File: src/rtl/spike_label_collector_pkg.sv
// Shared widths and the leaf-label function for the spike label collector.
// Widths here match the default tree and channel parameters.
package spike_label_collector_pkg;

    localparam int DEF_FEATURES      = 3;
    localparam int DEF_CHANNEL_COUNT = 16;
    localparam int LW                = $clog2(DEF_FEATURES);
    localparam int PW                = LW;
    localparam int CW                = $clog2(DEF_CHANNEL_COUNT);
    localparam int LABEL_W           = LW + PW;

    // Path bits past the final depth are stale, so they are masked off.
    // Otherwise two visits to the same leaf could produce different labels.
    function automatic logic [LABEL_W-1:0] label_of(input logic [LW-1:0] level,
                                                     input logic [PW-1:0] path);
        logic [PW-1:0] mask;
        mask = '0;
        for (int i = 0; i < PW; i++) begin
            mask[i] = (i <= int'(level));
        end
        return {level, path & mask};
    endfunction

endpackage

File: src/rtl/spike_label_collector_sync_fifo.sv
// First-word-fall-through synchronous FIFO.
// The head entry is visible whenever the FIFO is not empty.
module sync_fifo_fwft #(
    parameter int WIDTH = 8,
    parameter int DEPTH = 8,
    localparam int AW    = $clog2(DEPTH),
    localparam int CNT_W = AW + 1
) (
    input  logic             clk,
    input  logic             reset,
    input  logic             push,
    input  logic             pop,
    input  logic [WIDTH-1:0] din,
    output logic [WIDTH-1:0] dout,
    output logic             full,
    output logic             empty,
    output logic [CNT_W-1:0] count
);

    logic [WIDTH-1:0] mem [DEPTH];
    logic [AW-1:0]    wr_ptr;
    logic [AW-1:0]    rd_ptr;
    logic             do_push;
    logic             do_pop;

    assign empty   = (count == '0);
    assign full    = (count == CNT_W'(DEPTH));
    assign do_pop  = pop && !empty;
    assign do_push = push && (!full || do_pop);

    // Gate the head while empty so stale memory contents never show on the outputs.
    assign dout = empty ? '0 : mem[rd_ptr];

    always_ff @(posedge clk) begin
        if (do_push && !reset) begin
            mem[wr_ptr] <= din;
        end
    end

    always_ff @(posedge clk) begin
        if (reset) begin
            wr_ptr <= '0;
            rd_ptr <= '0;
            count  <= '0;
        end else begin
            if (do_push) begin
                wr_ptr <= wr_ptr + 1'b1;
            end
            if (do_pop) begin
                rd_ptr <= rd_ptr + 1'b1;
            end
            case ({do_push, do_pop})
                2'b10:   count <= count + 1'b1;
                2'b01:   count <= count - 1'b1;
                default: count <= count;
            endcase
        end
    end

endmodule

File: src/rtl/spike_label_collector.sv
// Turns finished tree classifications into channel-tagged cluster labels,
// buffers them for readout and keeps saturating per-label diagnostics.
module spike_label_collector
    import spike_label_collector_pkg::*;
#(
    parameter int FEATURES      = DEF_FEATURES,
    parameter int CHANNEL_COUNT = DEF_CHANNEL_COUNT,
    parameter int FIFO_DEPTH    = 8,
    parameter int COUNT_W       = 16,
    localparam int LVL_W        = $clog2(FEATURES),
    localparam int PTH_W        = LVL_W,
    localparam int CH_W         = $clog2(CHANNEL_COUNT),
    localparam int LBL_W        = LVL_W + PTH_W
) (
    input  logic               clk,
    input  logic               reset,
    input  logic               in_valid,
    input  logic [LVL_W-1:0]   level,
    input  logic [PTH_W-1:0]   path,
    input  logic               frame_start,
    output logic               out_valid,
    input  logic               out_ready,
    output logic [CH_W-1:0]    out_channel,
    output logic [LBL_W-1:0]   out_label,
    input  logic               stats_clear,
    input  logic [LBL_W-1:0]   stat_sel,
    output logic [COUNT_W-1:0] stat_data,
    output logic [COUNT_W-1:0] drop_count,
    output logic               overflow
);

    localparam int ENTRY_W = CH_W + LBL_W;
    localparam int CNT_W   = $clog2(FIFO_DEPTH) + 1;
    localparam int HIST_N  = 1 << LBL_W;

    logic [PTH_W-1:0]   mask;
    logic [LBL_W-1:0]   label;
    logic [CH_W-1:0]    ch;
    logic [CH_W-1:0]    tag;
    logic               push;
    logic               pop;
    logic               drop;
    logic               fifo_full;
    logic               fifo_empty;
    logic [CNT_W-1:0]   fifo_count;
    logic [ENTRY_W-1:0] head;
    logic [COUNT_W-1:0] hist [HIST_N];

    always_comb begin
        mask = '0;
        for (int i = 0; i < PTH_W; i++) begin
            mask[i] = (i <= int'(level));
        end
    end

    assign label = {level, path & mask};
    assign tag   = frame_start ? '0 : ch;

    always_ff @(posedge clk) begin
        if (reset) begin
            ch <= '0;
        end else if (in_valid) begin
            ch <= (tag == CH_W'(CHANNEL_COUNT - 1)) ? '0 : tag + 1'b1;
        end else if (frame_start) begin
            ch <= '0;
        end
    end

    // A full FIFO still accepts an event when the head leaves in the same cycle.
    assign pop  = out_ready && !fifo_empty;
    assign push = in_valid && ((fifo_count < CNT_W'(FIFO_DEPTH)) || pop);
    assign drop = in_valid && fifo_full && !pop;

    sync_fifo_fwft #(
        .WIDTH (ENTRY_W),
        .DEPTH (FIFO_DEPTH)
    ) u_fifo (
        .clk   (clk),
        .reset (reset),
        .push  (push),
        .pop   (pop),
        .din   ({tag, label}),
        .dout  (head),
        .full  (fifo_full),
        .empty (fifo_empty),
        .count (fifo_count)
    );

    assign out_valid                = !fifo_empty;
    assign {out_channel, out_label} = head;

    // Clearing wins over any increment landing in the same cycle.
    always_ff @(posedge clk) begin
        if (reset || stats_clear) begin
            for (int i = 0; i < HIST_N; i++) begin
                hist[i] <= '0;
            end
            drop_count <= '0;
            overflow   <= 1'b0;
        end else begin
            if (in_valid && (hist[label] != '1)) begin
                hist[label] <= hist[label] + 1'b1;
            end
            if (drop) begin
                if (drop_count != '1) begin
                    drop_count <= drop_count + 1'b1;
                end
                overflow <= 1'b1;
            end
        end
    end

    always_ff @(posedge clk) begin
        if (reset) begin
            stat_data <= '0;
        end else begin
            stat_data <= hist[stat_sel];
        end
    end

endmodule
File: config.mk
export PLATFORM = sky130hd
export DESIGN_NAME = spike_label_collector
export DESIGN_NICKNAME = d
export VERILOG_FILES = /design/src/rtl/spike_label_collector_pkg.sv /design/src/rtl/spike_label_collector_sync_fifo.sv /design/src/rtl/spike_label_collector.sv
export SDC_FILE = /design/constraint.sdc
export NUM_CORES = 1
export LEC_CHECK = 0
export CORE_UTILIZATION = 55
export DETAILED_ROUTE_END_ITERATION = 7
export GPL_TIMING_DRIVEN = 0
export PLACE_DENSITY_LB_ADDON = 0.1
export SLEW_MARGIN = 10
export SYNTH_ARGS = -nofsm -noshare
export SYNTH_HDL_FRONTEND = slang
export SYNTH_SLANG_ARGS = --single-unit
File: constraint.sdc
create_clock -name clk -period 6.07 [get_ports clk]
set_clock_uncertainty 0.1 [all_clocks]
set_input_delay 1.821 -clock clk [delete_from_list [all_inputs] [get_ports clk]]
set_output_delay 1.821 -clock clk [all_outputs]
set_load 0.01 [all_outputs]
## After elaboration in Yosys (flattened, before gate mapping)

Memories as Yosys holds them, arrays and structs flattened. A register that Yosys moved wholly into a read port is not among the register bits.
Cells that the tools add are included.

| word-level totals | value |
|---|---|
| register bits after elaboration | 31 |
| bits in writable memories | 320 |
| output and inout bits | 42 |
| word-level logic and storage cells | 60 |
| memories | 2 |

| cells by class | value |
|---|---|
| reduce and logical (&&, ||, !) cells | 19 |
| magnitude comparators | 2 |
| mux-type cells | 17 |
| bitwise operators | 1 |
| eq/ne operators | 6 |
| add/sub/neg operators | 7 |

Memory list:

| name | words | bits a word | rd ports | clocked after memory_dff | wr ports | line | RTL |
|---|---|---|---|---|---|---|---|
| hist | 16 | 16 | 2 | 1 | 16 | spike_label_collector.sv:47 | `logic [COUNT_W-1:0] hist [HIST_N];` |
| u_fifo.mem | 8 | 8 | 1 | 1 | 1 | spike_label_collector_sync_fifo.sv:20 | `logic [WIDTH-1:0] mem [DEPTH];` |

Operator list:

| kind | number |
|---|---|
| 16-bit by 1-bit adder with 16-bit output (second input constant) | 2 |
| 16-bit inequality test (second input constant) | 2 |
| 16-bit 2-to-1 mux | 1 |
| 4-bit 2-to-1 mux | 4 |
| 16-bit OR reduction | 1 |
| 4-bit by 1-bit adder with 4-bit output (second input constant) | 2 |
| 4-bit == test (second input constant) | 2 |
| 1-bit logical AND | 8 |
| 1-bit 2-to-1 mux | 8 |
| 8-bit 2-to-1 mux | 1 |
| 4-bit case mux with 2 select lines | 1 |
| 3-bit by 1-bit adder with 3-bit output (second input constant) | 2 |
| 3-bit 2-to-1 mux | 2 |
| 1-bit zero test | 4 |
| 4-bit zero test | 1 |
| 4-bit less-than comparator (second input constant) | 1 |
| 4-bit by 1-bit subtractor with 4-bit output (second input constant) | 1 |
| 1-bit logical OR | 3 |
| 2-bit AND | 1 |
| 2-bit by 1-bit == test with 1-bit output (second input constant) | 1 |
| 2-bit == test (second input constant) | 1 |
| 1-bit by 2-bit less-or-equal comparator with 1-bit output (first input constant) | 1 |
| 2-bit AND reduction | 1 |
| 2-bit nonzero test | 1 |

## Depth between registers and ports, before layout

An unclocked memory read counts as a cell.

| logic depth | value |
|---|---|
| depth in word-level cells | 10 |
| gate-level depth with buffers | 18 |

## Cells and area by module

A second synthesis with hierarchy kept.

| second synthesis, totals | value |
|---|---|
| cell total of the unflattened synthesis | 1280 |
| area total of the unflattened synthesis | 18514.0 um^2 |

Modules (own cells, without submodules):

| module | area each (um^2) | instances | cells an instance | seq. area each (um^2) |
|---|---|---|---|---|
| spike_label_collector | 15313.4 | 1 | 1094 | 8428.1 |
| sync_fifo_fwft | 3200.6 | 1 | 186 | 2182.1 |

## Worst setup path before layout

OpenSTA, ideal clock, no wires.

| path | value |
|---|---|
| path type | input to register |
| start point | input path[1] |
| end point | memory hist[14][0] (enable) |
| required time | 5.598 ns |
| library setup time | 0.372 ns |
| slack | 0.523 ns |
| buffers on the path | 6 |
| data arrival time | 5.075 ns |
| stages | 17 |
| path through | buf_4 -> buf_4 -> buf_2 -> mux2_2 -> a221oi_1 -> nor2_1 -> a211oi_1 -> inv_1 -> ha_1 -> and3_1 -> nand2_1 -> nor4_2 -> clkbuf_2 -> or4_1 -> buf_4 -> buf_6 -> nand2_1 |

RTL lines:

| what | line | RTL |
|---|---|---|
| start: declaration | spike_label_collector.sv:19 | `input logic [PTH_W-1:0] path,` |
| end: declaration | spike_label_collector.sv:47 |  |

==> flow_summary.toml <==
[grt]
met2_usage_pct = 53.04
antenna_found_initial = 1
grt_overflow = 0
use_met3_pct = 5.049
first_global_vias = 11887
grt_start_max_net_pins = 26
grt.busiest_layer = "met2"
grtUsageMet1_pct = 41.00
grt_usage_pct = 32.78
grt_pass1_wl_mm = 76.85

[power]
p_switching_mw = 1.599
p_leak_nw = 7.370
cellPowerDensity_nw_per_um2 = 298.9
power_frac_seq_pct = 48.0
clockPowerShare_pct = 36.8
combPwrFrac_pct = 15.2
power_mw = 6.139
switching_share_pct = 26.05
p_int_mw = 4.540
ir_drop_uv = 250.3

[cells_and_area]
final-seq-area_um2 = 10610
diodes = 0
nFillCells = 2349
drive_gt1_share_pct = 21.91
layout_common_cells = "edfxtp_1 (320), nor2_1 (286), mux4_2 (112)"
layout_commonest_cell = "edfxtp_1"
nets = 1429
final_cell_area_um2 = 20540
areaGrowthSynthToFinish_pct = 15.16
multi_input_area_um2 = 6784

[yosys]
syn_inst = 1274
yosys.area.top_type = "edfxtp_1"
ys_ff_latch = 370
ys_seq_area_share_pct = 59.48
netlist_area_um2 = 17840
synth_edf_count = 320
yosysWarnings = 0
synth.avg_cell_area_um2 = 14.00
ys_top_cells_by_area = "edfxtp_1 (54%), mux4_2 (14%), nor2_1 (6.0%)"
ys_dominant_reg_cell = "edfxtp_1"
synthArstFlopShare_pct = 0
yosys.area.top_type_share_pct = 53.87
synth_cell_type_count = 72

[die]
start_util_pct = 56.24
row_count = 65
dieArea_um2 = 33150
io_pins = 56
core_area_um2 = 31720
die_w_um = 182.1
die_y_um = 182.1

[worst_setup_path]
critPathMaxStageDelay_ps = 570
crit_path_start_kind = "input pin"
cp-end-kind = "flip-flop"
path_cells = "clkdlybuf4s15_1 -> buf_4 -> buf_6 -> nor2b_4 -> o311ai_1 -> a311oi_2 -> nor3_4 -> clkbuf_2 -> ha_1 -> and3_1 -> nand2_2 -> nor4_4 -> clkbuf_2 -> or3_1 -> buf_4 -> buf_6 -> nand2_4"
cp.required_ps = 6160
crit_type = "in -> reg"
path_buf_inv = 7
cp_slowest_cell = "clkdlybuf4s15_1"
cp_max_fo = 16
critPathTopFamily = "buffers and inverters"
cp_data_arrival_time_ps = 5960

[clocking]
cts_buffers = 40
cts_sinks = 370
htree_levels = 2
clk_pin_slew_ps = 60
clock-root-buffer = "clkbuf_16"
cts_tree = "yes"
holdBufCountCts = 0
cts_buffer_depth = 3
clk_latency_ps = 550

[timing]
rsz0062_at_grt = "false"
worst_pin_slew_ps = 1255
period_minus_slack_ps = 5872
slew_headroom_pct = 16.33
fmax_mhz = 170.3
hold_violations = 0
finalSetupViolCount = 0
post-route-period-util_pct = 96.74
slew_viol_final = 0

[placed_design]
gp_congestion = 0.9733
place_area_um2 = 18970
hpwlAfterDp_mm = 35.65
portBuffers = 49

[drt]
routed_via_density = 6.424
post-route-drc-count = 0
wl_mm = 53.11
ant_nets = 0
avgRoutedWirePerCell_um = 28.86
vias = 11821
drtPass1Iterations = 5
first_iter_violations = 1354

[job]
cap_viol_max_count = 0

[outcome]
status = "finished, final reports clean"

[hold_path]
min_path_type = "reg -> reg"
state kept, by name, summed over array words and instances, names as in the netlist, named ones only:
register,cells
ch,4
drop_count,16
hist,256
overflow,1
stat_data,16
u_fifo.count,4
u_fifo.mem,64
u_fifo.rd_ptr,3
u_fifo.wr_ptr,3
cells by family (layout without fill, tap and decap cells):
| family | Yosys count | after routing | share of synthesized area [%] |
|---|---|---|---|
| XOR/XNOR | 37 | 37 | 1.817 |
| AO/OA/AOI/OAI | 81 | 81 | 3.353 |
| multiplexers | 170 | 170 | 17.87 |
| buffers and inverters | 122 | 255 | 4.342 |
| other | 1 | 32 | 0.02102 |
| AND/OR/NAND/NOR | 484 | 484 | 12.44 |
| flip-flops | 370 | 370 | 59.48 |
| adder cells (fa/ha/maj) | 9 | 9 | 0.6734 |
stage by stage:
stage | hold WS [ps] | TNS (ps) | utilization, % | cells | setup WS, ps
2_1_floorplan | 384.3 | 0 | - | 1305 | 523.0
3_3_place_gp | 391.0 | -649140 | 59.74 | 1756 | -2088
3_5_place_dp | 387.2 | -691980 | 59.82 | 1757 | -2194
4_1_cts | 402.3 | 0 | 64.67 | 1840 | 24.97
5_1_grt | 440.0 | 0 | 64.76 | 1840 | 20.15
6_report | 396.7 | 0 | 64.76 | 1840 | 198.1
cells in the mapped netlist (4+ instances only):
cell type,number
buf_2,15
nand3_1,24
a2111oi_0,6
xor2_1,15
or3_1,10
and2_1,4
mux4_2,112
or4_1,7
nor2_2,12
nor2b_1,30
a31oi_1,6
buf_4,21
nand2b_1,8
buf_6,22
xnor2_1,22
edfxtp_1,320
nor3_1,7
a221oi_1,7
ha_1,8
nand2_1,58
clkbuf_1,32
mux4_1,4
mux2i_1,39
a311oi_1,5
inv_1,12
dfxtp_1,50
buf_1,11
nor3_2,5
and3_1,5
a21oi_1,16
nand4_1,4
mux2_2,15
a211oi_1,9
nor2_1,287
o22ai_1,8
power groups by stage:
stage / sequential, mW / combinational (mW) / clock, mW
after detailed placement: 3.00 / 0.898 / 0
after global routing: 2.96 / 0.981 / 2.37
final: 2.95 / 0.932 / 2.26
after CTS: 2.95 / 0.926 / 2.27
after global placement: 2.99 / 0.877 / 0
after floorplan: 2.98 / 0.562 / 0
layout make-up:
type	count	area share, %
Sequential cell	370	51.65
Inverter	16	0.2924
Multi-Input combinational cell	813	33.03
Clock buffer	56	5.318
Clock inverter	18	0.4629
Buffer	105	3.496
Timing Repair Buffer	60	3.301
Tap cell	402	2.449
worst paths after layout:
| path | startpoint | to | slack (ps) | cells after the start |
|---|---|---|---|---|
| worst max-delay path | level[1] | hist[15][1]$_SDFFCE_PN0P_ | 200 | 17 |
| worst min-delay path | overflow$_SDFFE_PP0P_ | overflow$_SDFFE_PP0P_ | 400 | 2 |
| worst max register to register | hist[4][0]$_SDFFCE_PN0P_ | hist[15][1]$_SDFFCE_PN0P_ | 2190 | 14 |
| worst min register to register | overflow$_SDFFE_PP0P_ | overflow$_SDFFE_PP0P_ | 400 | 2 |
worst register-to-register path, cell delays in order (launching register included):
cell and delay [ps]:
edfxtp_1 390, mux2i_1 290, a211oi_1 140, a311oi_2 360, nor3_4 80, clkbuf_2 210, ha_1 270, and3_1 180
nand2_2 200, nor4_4 90, clkbuf_2 170, or3_1 350, buf_4 200, buf_6 180, nand2_4 280
what timing repair did:
item | 4_1_cts | 5_1_grt
buffers inserted | 10 | 0
pin swaps | 1 | 0
setup endpoints to repair | 448 | 224
resized for setup | 44 | 6
routing by layer:
metal | wire length [µm] | vias up | part of all wire [%]
li1 | - | 5013 | -
met1 | 19040 | 5862 | 36
met2 | 25050 | 738 | 47
met3 | 4730 | 208 | 8.9
met4 | 4284 | 0 | 8.1
met5 | 0 | - | 0
Note: power is estimated with default switching activity, not from simulation.
